--- config.mk ---
export PLATFORM = sky130hd
export DESIGN_NAME = ad_ip_jesd204_tpl_adc_sync_ctrl
export DESIGN_NICKNAME = d
export VERILOG_FILES = /design/src/rtl/ad_ip_jesd204_tpl_adc_pkg.sv /design/src/rtl/ad_ip_jesd204_tpl_adc_sync_edge.sv /design/src/rtl/ad_ip_jesd204_tpl_adc_sync_ctrl.sv
export SDC_FILE = /design/constraint.sdc
export NUM_CORES = 1
export LEC_CHECK = 0
export ABC_AREA = 0
export CAP_MARGIN = 25
export CORE_MARGIN = 10
export CORE_UTILIZATION = 46
export CTS_BUF_LIST = sky130_fd_sc_hd__clkbuf_2 sky130_fd_sc_hd__clkbuf_4 sky130_fd_sc_hd__clkbuf_8
export DETAILED_ROUTE_END_ITERATION = 12
export PLACE_DENSITY = 0.8
export RECOVER_POWER = 25
export SKIP_CTS_REPAIR_TIMING = 1
export SYNTH_ARGS = -nofsm -noshare
export SYNTH_HDL_FRONTEND = slang
export SYNTH_SLANG_ARGS = --single-unit
--- constraint.sdc ---
create_clock -name clk -period 2.06 [get_ports clk]
set_input_delay 0.206 -clock clk [delete_from_list [all_inputs] [get_ports clk]]
set_output_delay 0.206 -clock clk [all_outputs]
set_load 0.01 [all_outputs]
--- src/rtl/ad_ip_jesd204_tpl_adc_pkg.sv ---
//==============================================================================
// Module   : ad_ip_jesd204_tpl_adc_pkg
// Brief    : Shared arm-FSM encodings, edge/mode selects and edge helper.
// Revision : 1.0 - initial release
//==============================================================================
`default_nettype none

package ad_ip_jesd204_tpl_adc_pkg;

    typedef enum logic [1:0] {
        ST_IDLE    = 2'd0,
        ST_ARMED   = 2'd1,
        ST_RUN     = 2'd2,
        ST_ILLEGAL = 2'd3
    } sync_state_e;

    localparam logic EDGE_RISING     = 1'b0;
    localparam logic EDGE_FALLING    = 1'b1;

    localparam logic MODE_ONESHOT    = 1'b0;
    localparam logic MODE_CONTINUOUS = 1'b1;

    // True for exactly one transition of the selected polarity.
    function automatic logic edge_match(
        input logic edge_sel,
        input logic cur,
        input logic prev
    );
        if (edge_sel == EDGE_FALLING) begin
            return (~cur) & prev;
        end
        return cur & (~prev);
    endfunction

endpackage

`default_nettype wire

--- src/rtl/ad_ip_jesd204_tpl_adc_sync_edge.sv ---
//==============================================================================
// Module   : ad_ip_jesd204_tpl_adc_sync_edge
// Brief    : Multi-flop synchroniser plus registered single-cycle edge detect.
// Revision : 1.0 - initial release
//==============================================================================
`default_nettype none

module ad_ip_jesd204_tpl_adc_sync_edge
    import ad_ip_jesd204_tpl_adc_pkg::*;
#(
    parameter int SYNC_STAGES = 2
) (
    input  logic clk,
    input  logic reset,
    input  logic async_i,
    input  logic edge_sel_i,
    output logic trig_o
);

    logic [SYNC_STAGES-1:0] sync_q;
    logic                   hist_q;
    logic                   trig_q;
    logic                   trig_d;

    assign trig_d = edge_match(edge_sel_i, sync_q[SYNC_STAGES-1], hist_q);

    // Latency from async_i to trig_o is SYNC_STAGES + 1 rising edges.
    always_ff @(posedge clk or posedge reset) begin
        if (reset) begin
            sync_q <= '0;
            hist_q <= 1'b0;
            trig_q <= 1'b0;
        end else begin
            sync_q <= {sync_q[SYNC_STAGES-2:0], async_i};
            hist_q <= sync_q[SYNC_STAGES-1];
            trig_q <= trig_d;
        end
    end

    assign trig_o = trig_q;

endmodule

`default_nettype wire

--- src/rtl/ad_ip_jesd204_tpl_adc_sync_ctrl.sv ---
//==============================================================================
// Module   : ad_ip_jesd204_tpl_adc_sync_ctrl
// Brief    : External-trigger arm/run controller gating ADC channel valids.
//            Interval measurement built only with AD_IP_JESD204_TPL_ADC_SYNC_DEBUG_EN.
// Revision : 1.0 - initial release
//==============================================================================
`default_nettype none

module ad_ip_jesd204_tpl_adc_sync_ctrl
    import ad_ip_jesd204_tpl_adc_pkg::*;
#(
    parameter int NUM_CHANNELS  = 1,
    parameter int COUNTER_WIDTH = 32,
    parameter int SYNC_STAGES   = 2
) (
    input  logic                     clk,
    input  logic                     reset,
    input  logic                     adc_sync,
    input  logic                     sync_mode,
    input  logic                     sync_edge,
    input  logic                     adc_external_sync,
    input  logic                     link_valid,
    output logic [NUM_CHANNELS-1:0]  adc_valid,
    output logic                     adc_sync_status,
    output logic                     adc_rst_sync,
    output logic [COUNTER_WIDTH-1:0] trigger_count,
    output logic [COUNTER_WIDTH-1:0] period,
    output logic                     period_valid,
    output logic                     period_ovf,
    output logic [1:0]               fsm_state
);

    localparam logic [COUNTER_WIDTH-1:0] CNT_ONE = {{(COUNTER_WIDTH-1){1'b0}}, 1'b1};

    logic                     trig;
    sync_state_e              state_q;
    sync_state_e              state_d;
    logic                     accept_d;
    logic                     rst_pulse_d;
    logic                     rst_pulse_q;
    logic [COUNTER_WIDTH-1:0] trig_cnt_q;

    ad_ip_jesd204_tpl_adc_sync_edge #(
        .SYNC_STAGES (SYNC_STAGES)
    ) u_sync_edge (
        .clk        (clk),
        .reset      (reset),
        .async_i    (adc_external_sync),
        .edge_sel_i (sync_edge),
        .trig_o     (trig)
    );

    // adc_sync always wins; a trig arriving in the same cycle is dropped.
    always_comb begin
        state_d     = state_q;
        accept_d    = 1'b0;
        rst_pulse_d = 1'b0;
        case (state_q)
            ST_IDLE: begin
                if (adc_sync) begin
                    state_d = ST_ARMED;
                end
            end
            ST_ARMED: begin
                if (adc_sync) begin
                    state_d = ST_IDLE;
                end else if (trig) begin
                    state_d  = ST_RUN;
                    accept_d = 1'b1;
                end
            end
            ST_RUN: begin
                if (adc_sync) begin
                    state_d = ST_ARMED;
                end else if (trig && (sync_mode == MODE_CONTINUOUS)) begin
                    accept_d    = 1'b1;
                    rst_pulse_d = 1'b1;
                end
            end
            default: begin
                state_d = ST_IDLE;
            end
        endcase
    end

    always_ff @(posedge clk or posedge reset) begin
        if (reset) begin
            state_q     <= ST_IDLE;
            rst_pulse_q <= 1'b0;
            trig_cnt_q  <= '0;
        end else begin
            state_q     <= state_d;
            rst_pulse_q <= rst_pulse_d;
            if (accept_d) begin
                trig_cnt_q <= trig_cnt_q + CNT_ONE;
            end
        end
    end

    assign adc_sync_status = (state_q == ST_ARMED);
    assign adc_rst_sync    = (state_q == ST_ARMED) | rst_pulse_q;
    assign adc_valid       = (state_q == ST_ARMED) ? '0 : {NUM_CHANNELS{link_valid}};
    assign trigger_count   = trig_cnt_q;
    assign fsm_state       = state_q;

`ifdef AD_IP_JESD204_TPL_ADC_SYNC_DEBUG_EN
    localparam logic [COUNTER_WIDTH-1:0] CNT_MAX = {COUNTER_WIDTH{1'b1}};

    logic                     enter_idle_d;
    logic                     meas_active_q;
    logic [COUNTER_WIDTH-1:0] interval_q;
    logic [COUNTER_WIDTH-1:0] period_q;
    logic                     period_valid_q;
    logic                     period_ovf_q;

    assign enter_idle_d = (state_d == ST_IDLE) && (state_q != ST_IDLE);

    // Interval restarts at 1 on every accepted trig and saturates at all-ones.
    always_ff @(posedge clk or posedge reset) begin
        if (reset) begin
            meas_active_q  <= 1'b0;
            interval_q     <= '0;
            period_q       <= '0;
            period_valid_q <= 1'b0;
            period_ovf_q   <= 1'b0;
        end else begin
            period_valid_q <= 1'b0;
            if (enter_idle_d) begin
                meas_active_q <= 1'b0;
                interval_q    <= '0;
            end else if (accept_d) begin
                if (meas_active_q) begin
                    period_q       <= interval_q;
                    period_valid_q <= 1'b1;
                end
                meas_active_q <= 1'b1;
                interval_q    <= CNT_ONE;
            end else if (meas_active_q) begin
                if (interval_q == CNT_MAX) begin
                    period_ovf_q <= 1'b1;
                end else begin
                    interval_q <= interval_q + CNT_ONE;
                end
            end
        end
    end

    assign period       = period_q;
    assign period_valid = period_valid_q;
    assign period_ovf   = period_ovf_q;
`else
    assign period       = '0;
    assign period_valid = 1'b0;
    assign period_ovf   = 1'b0;
`endif

endmodule

`default_nettype wire

Word level (Yosys, flattened, before mapping)
Cells that the tools add are included.
- memory bits (writable): 0
- flip-flop bits (word level): 39
- memories: 0
- ROM bits: 0
- bits in latches: 0
- input bits: 7
- logic and storage cells: 34
- multipliers: 0
- shift-type cells: 0
- $lt $le $gt $ge: 0
- eq/ne operators: 4
- bitwise logic cells: 5
- add/sub/neg operators: 1
- divide/modulo/power cells: 0
- reduce and logical (&&, ||, !) cells: 4
- multiplexer cells: 14
- operators with widths (cell ; number):
    32-bit by 1-bit adder with 32-bit output, second input constant ; 1
    1-bit 2-to-1 mux ; 9
    2-bit 2-to-1 mux ; 3
    2-bit one-hot mux with 2 select lines ; 1
    3-bit by 2-bit inequality test with 1-bit output, second input constant ; 1
    1-bit AND ; 2
    2-bit by 1-bit == test with 1-bit output, second input constant ; 1
    2-bit == test, second input constant ; 1
    2-bit zero test ; 1
    2-bit by 1-bit inequality test with 1-bit output, second input constant ; 1
    1-bit NOT ; 2
    1-bit one-hot mux with 2 select lines ; 1
    2-bit AND reduction ; 1
    2-bit OR reduction ; 1
    1-bit logical AND ; 1
    1-bit bitwise OR ; 1

Depth between registers and ports, before layout
- word-level depth: 4
- depth in mapped cells: 8

Cells and area by module
From an unflattened synthesis, not the netlist that was laid out.
- cell total of the unflattened synthesis: 187
- area, all modules: 2055.7 µm²
- modules (own cells, without submodules) (module ; times used ; sequential area each (µm²) ; cells each ; area each (µm²)):
    ad_ip_jesd204_tpl_adc_sync_ctrl ; 1 ; 875.8 ; 179 ; 1929.4
    ad_ip_jesd204_tpl_adc_sync_edge ; 1 ; 100.1 ; 8 ; 126.4

Worst setup path before layout
OpenSTA, ideal clock, no wires.
- kind: reg-to-reg
- start point: register state_q[1], in the netlist fsm_state[1]
- end point: register trig_cnt_q[19], in the netlist trigger_count[19]
- arrival: 1757 ps
- required time: 1935 ps
- cell stages (with the launch flop): 9
- path slack: 178 ps
- setup time: 125 ps
- period minus slack after synthesis: 1882 ps
- buffers on the path: 1
- cell sequence: dfrtp_1 inv_1 ha_1 a21oi_1 and4bb_1 buf_6 and4_4 nand4_2 xnor2_1
- longest elaborated chain between the ends: 2
- elaborated cells on any way between the ends: 3
- those cells by class: eq/ne (2); mux (1)
- RTL lines (what ; RTL line ; source):
    start: declaration ; ad_ip_jesd204_tpl_adc_sync_ctrl.sv:36 ; sync_state_e state_q;
    start signal: assignment ; ad_ip_jesd204_tpl_adc_sync_ctrl.sv:92 ; state_q <= state_d;
    2-bit by 1-bit == test with 1-bit output ; -- ;
    named net adc_sync_status ; ad_ip_jesd204_tpl_adc_sync_ctrl.sv:24 ; output logic adc_sync_status,
    1-bit one-hot mux with 2 select lines ; ad_ip_jesd204_tpl_adc_sync_ctrl.sv:58 ; case (state_q)
    end signal: assignment ; ad_ip_jesd204_tpl_adc_sync_ctrl.sv:95 ; trig_cnt_q <= trig_cnt_q + CNT_ONE;
    end: declaration ; ad_ip_jesd204_tpl_adc_sync_ctrl.sv:41 ; logic [COUNTER_WIDTH-1:0] trig_cnt_q;
The timed path passes the listed nets, and every way through them passes these cells.
A chain may end at the register's enable or synchronous reset.

Final worst setup path
- start point: register state_q[1], in the netlist fsm_state[1]
- end point: output port adc_valid
- longest elaborated chain between the ends: 2
- RTL lines (what ; RTL line ; source):
    2-bit by 1-bit == test with 1-bit output ; ad_ip_jesd204_tpl_adc_sync_ctrl.sv:102 ; assign adc_valid = (state_q == ST_ARMED) ? '0 : {NUM_CHANNELS{link_valid}};
    1-bit 2-to-1 mux ; ad_ip_jesd204_tpl_adc_sync_ctrl.sv:102 ;
    end: declaration ; ad_ip_jesd204_tpl_adc_sync_ctrl.sv:23 ; output logic [NUM_CHANNELS-1:0] adc_valid,
No other way between the ends.

==> metrics.md <==
| Metric | Value |
|---|---|
| Run status | `complete, no violations` |
| Antenna violations before repair | `0` |
| Fraction of final layout cells with drive strength greater than 1 | `10.5%` |
| GRT overflow | `0` |
| Die footprint | `7560 um^2` |
| Launch instance of the worst register-to-register path | `fsm_state[0]$_DFFE_PP0P_` |
| IO Port Bufs | `43` |
| Vias after detailed routing | `1400` |
| Per-cell routed wire length | `roughly 14 um` |
| Basic-gate share of the synthesized area counting and, or, nand and nor cells | `approximately a fifth` |
| # setup viols final | `0` |
| Final Hold Violating Endpoints | `0` |
| Clock-pin slew on the worst setup and hold paths | `0.07 ns` |
| Portion of the post-synthesis area used by sequential elements | `a little under half` |
| Max-slew violation count | `0` |
| End-of-flow core utilization | `around three fifths` |
| Final Wtd Congestion | `between 0.7 and 0.8` |
| Count of warnings emitted by yosys | `0` |
| Proportion of synthesized area in mux cells | `0.546%` |
| Power Dens Cells | `721 nW/um^2` |
| Crit Path Max Fanout | `5` |
| Capturing element type of the critical path | `output port` |
| Shortest clock period the worst path allows after layout | `just under 2 ns` |
| Arrival time of the worst setup path | `between 1.5 and 2 ns` |
| Fraction of the mapped netlist area in compound gates | `~1.7%` |
| Setup slack after placement | `around 0.16 ns` |
| Drt via density | `about 4.7` |
| End point of the critical path | `adc_valid` |
| Largest net degree at the start of global routing | `40` |
| Number of primary I/O pins | `78` |
| Max Root-Sink Buffers | `2` |
| Layout-stage area growth over the synthesis result | `24.6%` |
| Max Fclk | `slightly above 0.5 GHz` |
| Synthesis-stage register bit count | `39` |
| Remaining antenna violation count after routing | `0` |
| Crit path launch type | `flop` |
| Antenna Diode Count | `0` |
| Leading cell type in the layout, fill and taps excluded | `sky130_fd_sc_hd__clkdlybuf4s50_1` |
| Cell count after synthesis | `between 150 and 200` |
| Crit path setup slack, layout | `roughly 0.14 ns` |
| H-tree depth | `2` |
| Worst hold slack across all endpoints | `between 0.3 and 0.4 ns` |
| # clock sinks | `39` |
| All-Layer GR Usage | `a little under an eighth` |
| Number of global-route vias before repair | `1409` |
| DRC marker count from the first detailed-route iteration | `34` |
| Slew of the pin with the lowest slew margin | `0.950 ns` |
| Post-synthesis instance area | `slightly above 2000 um^2` |
| Synth Area in XOR/XNOR | `about an eighth` |
| Row cnt | `24` |
| Die Y-Extent | `approximately 87 um` |
| Start point of the critical path | `fsm_state[1]$_DFFE_PP0P_` |
| Leakage power summed over all cells | `1.24 nW` |
| Worst ir drop on vdd | `0.458 mV` |
| Relative max-transition margin | `36.7%` |
| Synth unique cells | `31` |
| TritonCTS clock tree | `done` |
| Final Skew | `between 0.005 and 0.006 ns` |
| Type of the most critical hold path | `flop to flop` |
| Clock network latency to the later pin of the worst-skew pair | `~0.28 ns` |
| Initial core utilization | `47.4%` |
| Combinational family with the most area after synthesis | `simple AND/OR/NAND/NOR gates` |
| Unrepaired setup endpoints after global routing | `no` |
| Clk Tree Root Cell | `sky130_fd_sc_hd__clkbuf_8` |
| Synthesized-area fraction occupied by adder cells | `between 3 and 4%` |
| Synthesized area per cell | `around 11 um^2` |
| Cts bufs inserted | `5` |
| Reg2Reg Setup Slack | `between 0.1 and 0.15 ns` |
| Max cap viols | `0` |
| Reg2Reg Capture Point | `trigger_count[19]$_DFFE_PP0P_` |
| Routed wire length | `4250 um` |
| Tcrit/Tclk final | `around 93%` |
| Die X | `approximately 87 um` |
| Start point of the worst hold path | `u_sync_edge.sync_q[0]$_DFF_PP0_` |
| Total DRC errors in the routed layout | `0` |
| Worst reg-to-reg path cell count | `8` |
| Total power consumption of the routed design | `approximately 0.0019 W` |
| Critical path data required time | `~1.9 ns` |
| Wire length of the first global-routing pass | `slightly below 7000 um` |
| Worst setup path category | `flop to output port` |
| Leading cell types in the layout, fill and taps excluded | `39 x sky130_fd_sc_hd__clkdlybuf4s50_1, 37 x sky130_fd_sc_hd__dfrtp_1, 34 x sky130_fd_sc_hd__conb_1, 21 x sky130_fd_sc_hd__xnor2_1, 17 x sky130_fd_sc_hd__nand2_1` |
| Net count reported at finish | `approximately 260` |
| Placeable core region | `roughly 4400 um^2` |
| Sum of net half-perimeters after detailed placement | `3270 um` |
| Drt first pass iters | `4` |
## through the flow
stage	instances	instance area, um^2	setup TNS [ns]
2_1_floorplan	225	2190	0
3_3_place_gp	289	2450	0
3_5_place_dp	289	2450	0
4_1_cts	297	2550	-0.0667
5_1_grt	299	2570	0
6_report	299	2570	0
## report_power, final
group / internal (W) / total [W] / switching (W)
logic: 0.000222 / 0.000428 / 0.000206
registers: 0.000810 / 0.000859 / 0.0000481
clock network: 0.000319 / 0.000568 / 0.000249
total: 0.00135 / 0.00185 / 0.000503
## kinds of logic (layout without fill, tap and decap cells)
group / count (synthesis) / after routing
muxes: 1 / 1
and+or+nand+nor: 69 / 69
adders and majority gates: 5 / 5
DFF: 39 / 39
AOI/OAI and AO/OA: 6 / 6
other: 1 / 34
buffers and inverters: 40 / 62
xor gates and xnor gates: 31 / 31
## synth_stat cells
| cell type | count | area [um^2] |
|---|---|---|
| sky130_fd_sc_hd__mux2_2 | 1 | 11.3 |
| sky130_fd_sc_hd__xor2_1 | 10 | 87.6 |
| sky130_fd_sc_hd__nor2b_1 | 1 | 6.26 |
| sky130_fd_sc_hd__nor2_1 | 10 | 37.5 |
| sky130_fd_sc_hd__nor3b_1 | 1 | 7.51 |
| sky130_fd_sc_hd__buf_4 | 35 | 263 |
| sky130_fd_sc_hd__o32a_1 | 1 | 10.0 |
| sky130_fd_sc_hd__clkbuf_1 | 1 | 3.75 |
| sky130_fd_sc_hd__xnor2_1 | 21 | 184 |
| sky130_fd_sc_hd__nand2b_1 | 1 | 6.26 |
| sky130_fd_sc_hd__and3_1 | 7 | 43.8 |
| sky130_fd_sc_hd__nor3_1 | 2 | 10.0 |
| sky130_fd_sc_hd__dfrtp_1 | 39 | 976 |
| sky130_fd_sc_hd__o21ai_0 | 3 | 15.0 |
| sky130_fd_sc_hd__ha_1 | 5 | 62.6 |
| sky130_fd_sc_hd__and4_1 | 4 | 35.0 |
| sky130_fd_sc_hd__conb_1 | 1 | 3.75 |
| sky130_fd_sc_hd__nand3_1 | 10 | 50.1 |
| sky130_fd_sc_hd__and4b_2 | 1 | 11.3 |
| sky130_fd_sc_hd__nand3_4 | 1 | 17.5 |
| sky130_fd_sc_hd__and4bb_1 | 1 | 12.5 |
| sky130_fd_sc_hd__a21oi_1 | 2 | 10.0 |
| sky130_fd_sc_hd__buf_6 | 1 | 11.3 |
| sky130_fd_sc_hd__nand2_1 | 17 | 63.8 |
| sky130_fd_sc_hd__nand4_4 | 1 | 21.3 |
| sky130_fd_sc_hd__nand4_1 | 5 | 31.3 |
| sky130_fd_sc_hd__and4_4 | 2 | 22.5 |
| sky130_fd_sc_hd__nand4_2 | 1 | 12.5 |
| sky130_fd_sc_hd__or2_2 | 1 | 6.26 |
| sky130_fd_sc_hd__inv_1 | 3 | 11.3 |
| sky130_fd_sc_hd__and2_1 | 3 | 18.8 |
## cell type report
class,instances,area [um^2]
Timing Repair Buffer,51,490
Clock buffer,8,104
Multi-Input combinational cell,146,922
Inverter,3,11.3
Fill cell,392,1780
Sequential cell,39,978
Tap cell,52,65.1
## registers in the layout (all words and copies together), names as in the netlist
| signal | cells |
|---|---|
| fsm_state | 2 |
| trigger_count | 32 |
| u_sync_edge.trig_o | 1 |
| u_sync_edge.sync_q | 2 |
| rst_pulse_q | 1 |
| u_sync_edge.hist_q | 1 |
## how the worst min path moves through the flow
stage,to,depth (start not counted)
6_report,u_sync_edge.sync_q[1]$_DFF_PP0_,0
5_1_grt,u_sync_edge.sync_q[1]$_DFF_PP0_,0
4_1_cts,u_sync_edge.hist_q$_DFF_PP0_,3
3_5_place_dp,u_sync_edge.sync_q[1]$_DFF_PP0_,0
3_3_place_gp,u_sync_edge.sync_q[1]$_DFF_PP0_,0
2_1_floorplan,u_sync_edge.sync_q[0]$_DFF_PP0_,0
## routing by layer
| metal | track usage, % | wire length (um) |
|---|---|---|
| met5 | 0 | 0 |
| met1 | 12.2 | 1660 |
| met2 | 19.2 | 2150 |
| met3 | 5.43 | 422 |
| met4 | 3.09 | 21 |
## critical path: stages, from the launching register on
cell and delay (ns):
sky130_fd_sc_hd__dfrtp_2 0.39, sky130_fd_sc_hd__inv_1 0.07, sky130_fd_sc_hd__ha_1 0.19, sky130_fd_sc_hd__buf_4 0.15, sky130_fd_sc_hd__nor2b_1 0.09, sky130_fd_sc_hd__clkdlybuf4s50_1 0.54
(Power assumes the default switching activity.)
